`config.mk`:
```
export PLATFORM = sky130hd
export DESIGN_NAME = sd_spi_arbiter
export DESIGN_NICKNAME = d
export VERILOG_FILES = /design/src/rtl/sd_spi_arbiter.sv
export SDC_FILE = /design/constraint.sdc
export NUM_CORES = 1
export LEC_CHECK = 0
export CAP_MARGIN = 20
export CORE_MARGIN = 5
export CORE_UTILIZATION = 44
export DETAILED_ROUTE_END_ITERATION = 6
export GPL_ROUTABILITY_DRIVEN = 0
export GPL_TIMING_DRIVEN = 0
export PLACE_DENSITY = 0.8
export RECOVER_POWER = 50
export SYNTH_ARGS = -nofsm -noshare
export SYNTH_HDL_FRONTEND = slang
export SYNTH_SLANG_ARGS = --single-unit
```
`constraint.sdc`:
```
create_clock -name clk -period 2.37 [get_ports clk]
set_clock_uncertainty 0.2 [all_clocks]
set_input_delay 0.3555 -clock clk [delete_from_list [all_inputs] [get_ports clk]]
set_output_delay 0.3555 -clock clk [all_outputs]
set_load 0.005 [all_outputs]
```
`src/rtl/sd_spi_arbiter.sv`:
```
// Two-requester round-robin arbiter sharing one SD card SPI byte engine, with chip-select gap between owners.
// Optional engine watchdog enabled by defining SD_ARB_WATCHDOG_EN.
module sd_spi_arbiter #(
    parameter int GAP_CYC = 2,
    parameter int TMO_CYC = 1024
) (
    input  logic       clk,
    input  logic       rst,
    input  logic [1:0] req,
    input  logic [1:0] lock,
    input  logic [7:0] tx0,
    input  logic [7:0] tx1,
    output logic [1:0] gnt,
    output logic [1:0] done,
    output logic [7:0] rx_data,
    output logic       err,
    output logic       sd_cs,
    output logic       eng_start,
    output logic [7:0] eng_tx,
    input  logic       eng_done,
    input  logic [7:0] eng_rx
);

    typedef enum logic [2:0] {IDLE, SEL, XFER, HOLD, GAP} state_t;

    state_t     state_q, state_d;
    logic [1:0] gnt_q, gnt_d;
    logic [1:0] done_q, done_d;
    logic [7:0] rx_data_q, rx_data_d;
    logic [7:0] eng_tx_q, eng_tx_d;
    logic       sd_cs_q, sd_cs_d;
    logic       eng_start_q, eng_start_d;
    logic       last_q, last_d;
    logic [3:0] gap_cnt_q, gap_cnt_d;
    logic       owner;
    logic       win;

`ifdef SD_ARB_WATCHDOG_EN
    localparam int TMO_W = $clog2(TMO_CYC) + 1;
    localparam logic [TMO_W-1:0] TMO_LAST = TMO_W'(TMO_CYC - 1);

    logic             err_q, err_d;
    logic [TMO_W-1:0] tmo_cnt_q, tmo_cnt_d;

    always_ff @(posedge clk or negedge rst) begin
        if (!rst) begin
            err_q     <= 1'b0;
            tmo_cnt_q <= '0;
        end else begin
            err_q     <= err_d;
            tmo_cnt_q <= tmo_cnt_d;
        end
    end

    assign err = err_q;
`else
    logic unused_tmo;
    assign unused_tmo = (TMO_CYC == 0);
    assign err        = 1'b0;
`endif

    assign owner = gnt_q[1];

    always_comb begin
        state_d     = state_q;
        gnt_d       = gnt_q;
        done_d      = 2'b00;
        rx_data_d   = rx_data_q;
        eng_tx_d    = eng_tx_q;
        sd_cs_d     = sd_cs_q;
        eng_start_d = 1'b0;
        last_d      = last_q;
        gap_cnt_d   = gap_cnt_q;
        win         = 1'b0;
`ifdef SD_ARB_WATCHDOG_EN
        err_d       = 1'b0;
        tmo_cnt_d   = (state_q == XFER) ? tmo_cnt_q + 1'b1 : '0;
`endif
        case (state_q)
            IDLE: begin
                gnt_d   = 2'b00;
                sd_cs_d = 1'b1;
                if (|req) begin
                    // last_q remembers the previous owner so a tie goes to the other side
                    win       = (req == 2'b11) ? ~last_q : req[1];
                    last_d    = win;
                    gnt_d     = win ? 2'b10 : 2'b01;
                    sd_cs_d   = 1'b0;
                    eng_tx_d  = win ? tx1 : tx0;
                    state_d   = SEL;
                end
            end
            SEL: begin
                eng_start_d = 1'b1;
                state_d     = XFER;
            end
            XFER: begin
                if (eng_done) begin
                    rx_data_d = eng_rx;
                    done_d    = gnt_q;
                    if (lock[owner]) begin
                        state_d = HOLD;
                    end else begin
                        gnt_d     = 2'b00;
                        sd_cs_d   = 1'b1;
                        gap_cnt_d = 4'(GAP_CYC - 1);
                        state_d   = GAP;
                    end
                end
`ifdef SD_ARB_WATCHDOG_EN
                else if (tmo_cnt_q == TMO_LAST) begin
                    err_d     = 1'b1;
                    gnt_d     = 2'b00;
                    sd_cs_d   = 1'b1;
                    gap_cnt_d = 4'(GAP_CYC - 1);
                    state_d   = GAP;
                end
`endif
            end
            HOLD: begin
                if (req[owner]) begin
                    eng_tx_d    = owner ? tx1 : tx0;
                    eng_start_d = 1'b1;
                    state_d     = XFER;
                end else if (!lock[owner]) begin
                    gnt_d     = 2'b00;
                    sd_cs_d   = 1'b1;
                    gap_cnt_d = 4'(GAP_CYC - 1);
                    state_d   = GAP;
                end
            end
            GAP: begin
                if (gap_cnt_q == 4'd0) begin
                    state_d = IDLE;
                end else begin
                    gap_cnt_d = gap_cnt_q - 4'd1;
                end
            end
            default: begin
                gnt_d   = 2'b00;
                sd_cs_d = 1'b1;
                state_d = IDLE;
            end
        endcase
    end

    always_ff @(posedge clk or negedge rst) begin
        if (!rst) begin
            state_q     <= IDLE;
            gnt_q       <= 2'b00;
            done_q      <= 2'b00;
            rx_data_q   <= 8'h00;
            eng_tx_q    <= 8'h00;
            sd_cs_q     <= 1'b1;
            eng_start_q <= 1'b0;
            last_q      <= 1'b1;
            gap_cnt_q   <= 4'd0;
        end else begin
            state_q     <= state_d;
            gnt_q       <= gnt_d;
            done_q      <= done_d;
            rx_data_q   <= rx_data_d;
            eng_tx_q    <= eng_tx_d;
            sd_cs_q     <= sd_cs_d;
            eng_start_q <= eng_start_d;
            last_q      <= last_d;
            gap_cnt_q   <= gap_cnt_d;
        end
    end

    assign gnt       = gnt_q;
    assign done      = done_q;
    assign rx_data   = rx_data_q;
    assign eng_tx    = eng_tx_q;
    assign sd_cs     = sd_cs_q;
    assign eng_start = eng_start_q;

endmodule

```
==> flow_summary.yaml, run 1 <==
floorplan:
  die_area_um2: 4547
  core_area_um2: 3103
  initial_core_util_pct: 46.77
  rows: 20
  io_pins: 54
  fp.dieH_um: 67.44
  die_w_um: 67.44
synthesis:
  synth_area_um2: 1451
  syn_inst: 118
  synth_area_leaders: "dfrtp_1 (48%), mux2_2 (12%), mux2_1 (7.0%)"
  synth_edf_count: 0
  syn_nets: 150
  synth_top_area_share_pct: 48.28
  avgSynthCellArea_um2: 12.30
  async_flop_share_pct: 100.0
  yosysWarnings: 0
  synth_ff_type: "dfrtp_1"
  synth_largest_area_cell: "dfrtp_1"
  synth-seq-area-share_pct: 51.90
  ys_types: 36
  synth-seq-cells: 30
clock_network:
  cts_tree: "yes"
  cts.sinks: 30
  clkTransAtPathRegs_ps: 80
  hold_buffers: 0
  cts_buffer_depth: 2
  clk_latency_ps: 330
  post_cts_buffers: 0
  cts.repair.resized: 0
  cts_inserted_buffers: 5
  clock-root-buffer: "clkbuf_4"
  htreeDepth: 2
setup_path:
  crit_path_end_kind: "flip-flop"
  cp_slowest_cell: "clkdlybuf4s50_1"
  path_max_fanout: 8
  cp_slowest_stage_delay_ps: 540
  cp.buffers_inverters: 1
  worstRegToRegCells: 5
  startpoint_type: "primary input"
  r2r_start: "state_q[2]$_DFFE_PN0P_"
  path_delay_family: "multiplexers"
  regToRegSetupSlack_ps: 260
  crit_type: "primary input to flip-flop"
  required_ps: 2380
  cp.arrival_ps: 2170
  crit_path_cell_trace: "clkdlybuf4s50_1 > mux2i_1 > nor2_1 > o21bai_4 > mux2_2"
  worstReg2RegEnd: "eng_tx[5]$_DFFE_PN0P_"
routing:
  drc_errors: 0
  avgViaCountPerCell: 5.094
  wl_per_cell_um: 15.17
  drtIter0Drc: 22
  num_vias: 1136
  drtPass1Iterations: 4
  postRouteAntennaNets: 0
  wl_um: 3383
placement:
  port_buffers: 52
  hpwl_um: 2759
  place_area_um2: 2042
cells_and_area:
  drive_gt1_share_pct: 16.20
  final-seq-area_um2: 753.2
  final_cell_mix: "clkdlybuf4s50_1 (45), dfrtp_1 (28), mux2_2 (15)"
  layout.nets: 210
  final_common_cell: "clkdlybuf4s50_1"
  fillers: 260
  multi_input_area_um2: 648.1
  utilization_pct: 67.18
  n_antenna_cell: 0
  final_area_um2: 2085
  area_growth_pct: 43.62
pwr:
  switchingPower_w: 0.0008049
  peakVddDrop_uv: 601.6
  power_frac_comb_pct: 49.9
  p_int_w: 0.001643
  p_seq_share_pct: 37.4
  p_leak_nw: 0.8858
  clkPwrFrac_pct: 12.7
  sw_frac_of_total_pct: 32.88
  power_density_nw_per_um2: 1174
run:
  maxCapViolCount: 0
sta:
  fmax_ghz: 0.4646
  hold_viol: 0
  rsz0062_at_grt: "false"
  setup_viol: 0
  slew_headroom_pct: 43.40
  period_minus_slack_ps: 2153
  fin_crit_sh_pct: 90.83
  final_max_slew_viol_count: 0
  tightest_slew_ps: 846.2
run_status:
  outcome: "completed"
grt:
  grt_use_total_pct: 16.64
  first_global_vias: 1244
  grt_pass1_wl_um: 5616
  grt_max_degree: 20
  antenna_found_initial: 0
  grt_overflow: 0
worst_hold_path:
  holdPathEnd: "sd_cs$_DFFE_PN1P_"
  min_path_type: "flip-flop to flip-flop"
  hold_depth: 2
  min-delay-start: "sd_cs$_DFFE_PN1P_"
-- per-stage QoR --
step	setup WS [ps]	instances	power (W)	TNS, ps	hold slack [ps]
detailed placement	-35.88	215	0.002193	-228.9	251.9
floorplan	482.3	118	0.001609	0	-140.1
CTS	305.5	223	0.002508	0	265.3
finish	217.4	223	0.002448	0	263.6
global route	111.5	223	0.002637	0	295.9
global placement	30.73	214	0.002121	0	250.1
-- area by class of cell --
type | count | area share [%]
flip-flops and latches | 30 | 36.13
multi-input cells | 78 | 31.09
repair buffers | 53 | 25.15
clock buffers | 7 | 2.641
well taps | 44 | 2.641
plain buffers | 5 | 1.200
inverters | 5 | 0.9004
clock inverters | 1 | 0.2401
-- cell families after synthesis --
| kind of cell | Yosys count | synth area share, % |
|---|---|---|
| AO/OA/AOI/OAI | 20 | 11.47 |
| multiplexers | 26 | 20.26 |
| other | 1 | 0.2584 |
| adder cells (fa/ha/maj) | 1 | 0.8619 |
| AND/OR/NAND/NOR | 29 | 11.47 |
| XOR/XNOR | 1 | 0.6036 |
| buffers and inverters | 10 | 3.190 |
| flip-flops | 30 | 51.90 |
-- sequential cells by signal, summed over array words and instances (netlist names) --
| name | count |
|---|---|
| eng_tx | 8 |
| rx_data | 8 |
| gap_cnt_q | 4 |
| state_q | 3 |
| done | 2 |
| gnt | 2 |
| eng_start | 1 |
| last_q | 1 |
| sd_cs | 1 |
-- Yosys cell counts, types with 2 or more instances --
library cell	n
a21o_1	2
a21oi_1	5
a32o_1	2
and2_1	2
and4b_1	2
buf_2	4
dfrtp_1	28
dfstp_2	2
inv_1	5
mux2_1	9
mux2_2	15
nand2_1	5
nand2b_1	6
nor2_1	3
nor2b_1	3
nor3_1	4
o2bb2ai_1	2
-- layer usage --
metal	vias up	global-route usage, %	routed length [um]
met4	0	6.329	55
met5	-	0	0
li1	543	-	-
met3	7	5.324	235
met1	548	16.60	1321
met2	38	31.66	1770
-- power groups by stage --
stage	registers [W]	logic (W)	clock network (W)
final	0.000916	0.00122	0.000311
after global routing	0.000950	0.00135	0.000342
after CTS	0.000920	0.00126	0.000323
after detailed placement	0.000932	0.00126	0
after global placement	0.000913	0.00121	0
after floorplan	0.000918	0.000691	0
-- tightest hold or removal path: cells and delay by family, from the launching register on --
family | cells | cell delay (ps)
buffers and inverters | 1 | 40
AOI/OAI and AO/OA | 1 | 50
DFF | 1 | 380
-- worst max path at each step --
| stage | from | to | slack [ps] | cells past startpoint |
|---|---|---|---|---|
| floorplan | state_q[2]$_DFFE_PN0P_ | eng_tx[0]$_DFFE_PN0P_ | 480 | 5 |
| global placement | req[1] | eng_tx[0]$_DFFE_PN0P_ | 30 | 5 |
| detailed placement | req[1] | eng_tx[0]$_DFFE_PN0P_ | -40 | 5 |
| CTS | state_q[2]$_DFFE_PN0P_ | eng_tx[5]$_DFFE_PN0P_ | 310 | 5 |
| global route | req[1] | eng_tx[0]$_DFFE_PN0P_ | 110 | 5 |
| finish | req[1] | eng_tx[0]$_DFFE_PN0P_ | 220 | 5 |
(Power assumes the default switching activity.)
==> run 2: changes to the inputs <==
- CTS_CLUSTER_SIZE: unset -> 12
==> results of run 2 <==
The final DEF is identical to that of run 1; final timing and power are the same.
